<file path="config.mk">
export PLATFORM = sky130hd
export DESIGN_NAME = sort_sequencer
export DESIGN_NICKNAME = d
export VERILOG_FILES = /design/src/rtl/sort_pkg.sv /design/src/rtl/sort_sequencer_cmp.sv /design/src/rtl/sort_sequencer.sv
export SDC_FILE = /design/constraint.sdc
export NUM_CORES = 1
export LEC_CHECK = 0
export CORE_ASPECT_RATIO = 1.5
export CORE_MARGIN = 10
export CORE_UTILIZATION = 40
export DETAILED_ROUTE_END_ITERATION = 7
export GPL_TIMING_DRIVEN = 0
export PLACE_DENSITY_LB_ADDON = 0.15
export SLEW_MARGIN = 20
export SYNTH_ARGS = -nofsm -noshare
export SYNTH_HDL_FRONTEND = slang
export SYNTH_SLANG_ARGS = --single-unit
</file>
<file path="constraint.sdc">
create_clock -name clk -period 4.67 [get_ports clk]
set_clock_uncertainty 0.1 [all_clocks]
set_input_delay 0.7005 -clock clk [delete_from_list [all_inputs] [get_ports clk]]
set_output_delay 0.7005 -clock clk [all_outputs]
set_load 0.01 [all_outputs]
</file>
<file path="src/rtl/sort_pkg.sv">
// Shared types and width helpers for the time-shared bubble sorter.
package sort_pkg;

  typedef enum logic [1:0] {
    LOAD  = 2'd0,
    SORT  = 2'd1,
    DRAIN = 2'd2
  } state_e;

  localparam int SWAP_W    = 8;
  localparam int DEPTH_DEF = 4;

  // Width of a word index into a DEPTH-entry buffer (never narrower than 1 bit).
  function automatic int idx_width(input int depth);
    return (depth > 2) ? $clog2(depth) : 1;
  endfunction

  // Width of the pass counter, which only has to reach DEPTH-2.
  function automatic int pass_width(input int depth);
    return (depth > 2) ? $clog2(depth - 1) : 1;
  endfunction

  localparam int IDX_W  = idx_width(DEPTH_DEF);
  localparam int PASS_W = pass_width(DEPTH_DEF);

endpackage

</file>
<file path="src/rtl/sort_sequencer_cmp.sv">
// Parameterised unsigned magnitude comparator shared by the sorter datapath.
module mag_cmp #(
  parameter int N = 4
) (
  input  logic [N-1:0] a,
  input  logic [N-1:0] b,
  output logic         is_small,
  output logic         is_equal,
  output logic         is_greater
);

  assign is_small   = (a < b);
  assign is_equal   = (a == b);
  assign is_greater = (a > b);

endmodule

</file>
<file path="src/rtl/sort_sequencer.sv">
// Buffered ascending sorter: fill DEPTH words, bubble-sort them with one shared
// comparator (one compare per cycle, fixed length), then stream them out.
module sort_sequencer
  import sort_pkg::*;
#(
  parameter int N     = 4,
  parameter int DEPTH = 4
) (
  input  logic              clk,
  input  logic              rst,
  input  logic              in_valid,
  output logic              in_ready,
  input  logic [N-1:0]      in_data,
  output logic              out_valid,
  input  logic              out_ready,
  output logic [N-1:0]      out_data,
  output logic              busy,
  output logic [SWAP_W-1:0] swaps
);

  localparam int IW = idx_width(DEPTH);
  localparam int PW = pass_width(DEPTH);

  localparam logic [IW-1:0]     LAST_IDX  = IW'(DEPTH - 1);
  localparam logic [IW-1:0]     LAST_I    = IW'(DEPTH - 2);
  localparam logic [PW-1:0]     LAST_PASS = PW'(DEPTH - 2);
  localparam logic [SWAP_W-1:0] SWAP_MAX  = {SWAP_W{1'b1}};

  state_e              state_r;
  state_e              next_state_s;
  logic [N-1:0]        mem_r [DEPTH];
  logic [IW-1:0]       wr_idx_r;
  logic [IW-1:0]       rd_idx_r;
  logic [IW-1:0]       i_r;
  logic [IW-1:0]       i_nxt_s;
  logic [PW-1:0]       pass_r;
  logic [SWAP_W-1:0]   swaps_r;
  logic [N-1:0]        a_s;
  logic [N-1:0]        b_s;
  logic                is_greater_s;
  logic                accept_s;
  logic                last_acc_s;
  logic                last_cmp_s;
  logic                out_fire_s;
  logic                last_out_s;
  logic                swap_s;

  assign i_nxt_s = i_r + IW'(1);
  assign a_s     = mem_r[i_r];
  assign b_s     = mem_r[i_nxt_s];

  mag_cmp #(.N(N)) u_cmp (
    .a          (a_s),
    .b          (b_s),
    .is_small   (),
    .is_equal   (),
    .is_greater (is_greater_s)
  );

  // Handshake and sequencing events, all derived from registered state.
  assign accept_s   = (state_r == LOAD) && in_valid;
  assign last_acc_s = accept_s && (wr_idx_r == LAST_IDX);
  assign last_cmp_s = (state_r == SORT) && (i_r == LAST_I) && (pass_r == LAST_PASS);
  assign out_fire_s = (state_r == DRAIN) && out_ready;
  assign last_out_s = out_fire_s && (rd_idx_r == LAST_IDX);
  assign swap_s     = (state_r == SORT) && is_greater_s;

  // State register.
  always_ff @(posedge clk) begin
    if (rst) begin
      state_r <= LOAD;
    end else begin
      state_r <= next_state_s;
    end
  end

  // Next-state logic.
  always_comb begin
    next_state_s = state_r;
    case (state_r)
      LOAD: begin
        if (last_acc_s) begin
          next_state_s = SORT;
        end else begin
          next_state_s = LOAD;
        end
      end
      SORT: begin
        if (last_cmp_s) begin
          next_state_s = DRAIN;
        end else begin
          next_state_s = SORT;
        end
      end
      DRAIN: begin
        if (last_out_s) begin
          next_state_s = LOAD;
        end else begin
          next_state_s = DRAIN;
        end
      end
      default: begin
        next_state_s = LOAD;
      end
    endcase
  end

  // Outputs decoded from state only; out_data reads the buffer at the registered rd_idx.
  always_comb begin
    in_ready  = 1'b0;
    out_valid = 1'b0;
    busy      = 1'b0;
    out_data  = {N{1'b0}};
    case (state_r)
      LOAD: begin
        in_ready = ~rst;
      end
      SORT: begin
        busy = 1'b1;
      end
      DRAIN: begin
        out_valid = 1'b1;
        busy      = 1'b1;
        out_data  = mem_r[rd_idx_r];
      end
      default: begin
        in_ready = 1'b0;
      end
    endcase
  end

  assign swaps = swaps_r;

  // Word buffer: written on accept during fill, pairwise exchanged during the sort.
  always_ff @(posedge clk) begin
    if (rst) begin
      for (int k = 0; k < DEPTH; k++) begin
        mem_r[k] <= {N{1'b0}};
      end
    end else if (accept_s) begin
      mem_r[wr_idx_r] <= in_data;
    end else if (swap_s) begin
      mem_r[i_r]     <= b_s;
      mem_r[i_nxt_s] <= a_s;
    end
  end

  // Fill index: one step per accepted word, rewound once the frame is complete.
  always_ff @(posedge clk) begin
    if (rst) begin
      wr_idx_r <= {IW{1'b0}};
    end else if (last_acc_s || last_out_s) begin
      wr_idx_r <= {IW{1'b0}};
    end else if (accept_s) begin
      wr_idx_r <= wr_idx_r + IW'(1);
    end
  end

  // Compare position and pass counters; no early exit, so SORT length is fixed.
  always_ff @(posedge clk) begin
    if (rst) begin
      i_r    <= {IW{1'b0}};
      pass_r <= {PW{1'b0}};
    end else if (last_acc_s) begin
      i_r    <= {IW{1'b0}};
      pass_r <= {PW{1'b0}};
    end else if (state_r == SORT) begin
      if (i_r == LAST_I) begin
        i_r    <= {IW{1'b0}};
        pass_r <= last_cmp_s ? {PW{1'b0}} : pass_r + PW'(1);
      end else begin
        i_r    <= i_nxt_s;
      end
    end
  end

  // Swap counter: cleared when a sort starts, held after it ends, saturating.
  always_ff @(posedge clk) begin
    if (rst) begin
      swaps_r <= {SWAP_W{1'b0}};
    end else if (last_acc_s) begin
      swaps_r <= {SWAP_W{1'b0}};
    end else if (swap_s && (swaps_r != SWAP_MAX)) begin
      swaps_r <= swaps_r + 8'd1;
    end
  end

  // Drain index: only moves on an output handshake, so a stalled consumer sees stable data.
  always_ff @(posedge clk) begin
    if (rst) begin
      rd_idx_r <= {IW{1'b0}};
    end else if (last_cmp_s || last_out_s) begin
      rd_idx_r <= {IW{1'b0}};
    end else if (out_fire_s) begin
      rd_idx_r <= rd_idx_r + IW'(1);
    end
  end

endmodule

</file>
==> results by group <==
Critical path
  • WP buf/inv: 3
  • Setup crit end kind: flip-flop
  • Critical-path top delay cell: o31ai_1
  • Critical path's top delay family: compound AO/OA/AOI/OAI gates
  • WP data arrival: 4110 ps
  • Worst-path maximum fanout: 10
  • CP cell instances: inv_1, ha_1, mux4_2, inv_1, ha_1, nand4_1, nand2_1, clkbuf_1, a211oi_1, o21ai_0, o31ai_1
  • Setup CP Type: flip-flop to flip-flop
  • Startpoint types: flip-flop
  • Slowest cell delay on critical path: 630 ps
  • Critical Path RT: 4500 ps

Placement
  • Final HPWL DP: 4.78 mm
  • Placed inst area: 2730 um^2
  • GPL Wtd Cong: 0.829
  • Buffers on Ports: 22

GRT
  • Vias in the first global route: 1997
  • Gr usage total: 12.6%
  • Largest net degree at the start of global routing: 14
  • First-pass GRT wire length: 9.92 mm
  • Grt ovf: 0
  • Antenna violations before repair: 0

Synth
  • Yosys reg bits: 38
  • Synth warn: 0
  • Count of different cell masters after synthesis: 44
  • Mapped Nets: 257
  • Synth top area cells: edfxtp_1 20%, dfxtp_1 18%, mux4_2 11%, ha_1 9.3%, o31ai_1 4.0%
  • Mapped cell area: 2420 um^2
  • Seq/Total Area, Yosys: 38.1%
  • Post-synth EDFFs: 16
  • Post-synthesis cell count: 231
  • Top cell type's share of synthesized area: 19.9%
  • Ys async rst share: 0%
  • Synth Flop Type: dfxtp_1
  • Area leader, netlist: edfxtp_1
  • Mean Syn Cell Area: 10.5 um^2

Clocking
  • H-tree levels: 2
  • Cts repair resizes: 0
  • Clock-pin slew on the worst setup and hold paths: 80 ps
  • Root buffer cell: clkbuf_8
  • Worst-Skew Late Latency: 300 ps
  • Hold-fix buffers, CTS: 0
  • CTS tree: yes
  • Num Clock Sinks: 38
  • Cts bufs inserted: 5
  • Clock Tree Buf Depth: 2
  • Post-CTS Setup Bufs: 0

Timing
  • Endpoints failing hold: 0
  • F_max: 234 MHz
  • Setup violators final: 0
  • Setup TNS Final: 0 ps
  • Worst slew pin tran: 747 ps
  • Slew Viols, Final: 0
  • Minimum clock period: 4280 ps
  • Slew margin rel.: 49.8%
  • Final Cycle Share: 91.6%
  • Min Hold Slack: 385 ps
  • RSZ-0062 raised after global routing: no

Layout
  • Area growth syn-to-layout: 17.3%
  • Final #Nets: 286
  • Final instance area: 2840 um^2
  • Diodes inserted: 0
  • Layout cell share with drive strength beyond 1: 12.6%

Route
  • Total number of vias: 1954
  • DRC: 0
  • WL per Instance: 18.3 um
  • Max layer used: met4
  • Detail Route met3 WL: 239 um
  • Metal2 WL: 3.21 mm
  • Initial DRC count: 137
  • Routed vias/inst: 5.87
  • ANT nets after route: 0
  • Metal-1 WL: 2.46 mm
  • WL final: 6.10 mm
  • Drt pass-1 iters: 4

Die
  • Die footprint: 9620 um^2
  • Core Area: 5830 um^2
  • Number of I/O pins: 23
  • Width of the chip: 83.5 um
  • Die Ht: 115 um
  • Cell row count: 34
  • Initial Utilization: 41.5%

Power and ir drop
  • Combinational power share: 12.7%
  • NetSw: 0.198 mW
  • P per Cell Area: 258 nW/um^2
  • Pleak: 1.01 nW
  • Switching share of power: 27.1%
  • Reg power frac: 50.8%
  • Peak supply drop: 0.136 mV
  • Clock power share: 36.5%
  • Internal power: 0.534 mW

Hold path
  • Worst hold path class: flip-flop to flip-flop

Outcome
  • Status: finished clean

Run
  • Max-Cap Viols: 0
==> layout by cell type, fill, tap and decap left out, types with 3 or more instances in the layout <==
master,count
clkbuf_8,5
o21ai_0,4
nand2_1,23
dfxtp_1,22
edfxtp_1,16
and2_1,6
or4_1,4
nor3_1,9
clkbuf_1,6
a21oi_1,19
inv_1,12
nand3_1,7
ha_1,18
nand4_1,3
a22oi_1,4
o31ai_1,13
clkdlybuf4s50_1,22
o31ai_2,4
mux4_2,12
o211a_1,4
nor2_1,13
==> synthesized netlist by cell type, drive strengths merged (3+ instances only) <==
cell type,n
nor2,13
edfxtp,16
nand2,23
inv,12
clkbuf,6
o21ai,4
dfxtp,22
o211ai,3
a22oi,4
nand4,3
o31ai,17
or4,4
o211a,4
and2,6
mux4,12
nor3,9
nand3,7
ha,18
a21oi,19
==> kinds of logic (layout without fill, tap and decap cells) <==
family          Yosys count  after routing  synth area share (%)
simple gates             76             76                  15.9
fa+ha+maj                18             18                  9.32
compound gates           64             64                  21.1
flops                    38             38                  38.1
buf+inv                  20             50                  3.21
xor+xnor                  1              1                 0.362
mux                      14             14                  12.0
==> worst paths after layout <==
| kind | start | endpoint | slack (ps) | cells after the start |
|---|---|---|---|---|
| worst max-delay path | i_r[0] | mem_r[3][3] | 390 | 11 |
| worst min-delay path | wr_idx_r[1] | wr_idx_r[1] | 380 | 2 |
| worst max register to register | i_r[0] | mem_r[3][3] | 390 | 11 |
| worst min register to register | wr_idx_r[1] | wr_idx_r[1] | 380 | 2 |
==> final cells by class <==
class / count / area [um^2]
repair buffers: 22 / 220
inverters: 12 / 45.0
plain buffers: 8 / 32.5
clock buffers: 6 / 93.8
well taps: 72 / 90.1
fillers: 563 / 2990
clock inverters: 2 / 13.8
flip-flops and latches: 38 / 921
multi-input cells: 173 / 1420
==> worst register-to-register path: stages (launching register included) <==
cell and delay [ps]:
dfxtp_1 530, inv_1 210, ha_1 460, mux4_2 580, inv_1 80, ha_1 260
nand4_1 170, nand2_1 120, clkbuf_1 230, a211oi_1 390, o21ai_0 130, o31ai_1 630
==> per-layer routing <==
metal  vias to the layer above  global-route usage, %
met3                        16                   2.69
met4                         0                   6.61
met5                         -                      0
met1                       950                   13.2
li1                        945                      -
met2                        43                   23.2
==> power groups by stage <==
| stage | registers (mW) | clock network, mW | logic, mW |
|---|---|---|---|
| CTS | 0.372 | 0.274 | 0.0939 |
| detailed placement | 0.379 | 0 | 0.0937 |
| floorplan | 0.372 | 0 | 0.0648 |
| finish | 0.372 | 0.267 | 0.0933 |
| global placement | 0.379 | 0 | 0.0920 |
| global route | 0.373 | 0.288 | 0.103 |
==> through the flow <==
| step | setup WS, ps | util (%) | total power [mW] | instances |
|---|---|---|---|---|
| floorplan | 1060 | - | 0.437 | 231 |
| global placement | 408 | 46.8 | 0.471 | 325 |
| detailed placement | 379 | 46.8 | 0.473 | 325 |
| CTS | 345 | 48.6 | 0.740 | 333 |
| global route | 41.4 | 48.6 | 0.764 | 333 |
| finish | 393 | 48.6 | 0.732 | 333 |
(Power assumes the default switching activity.)
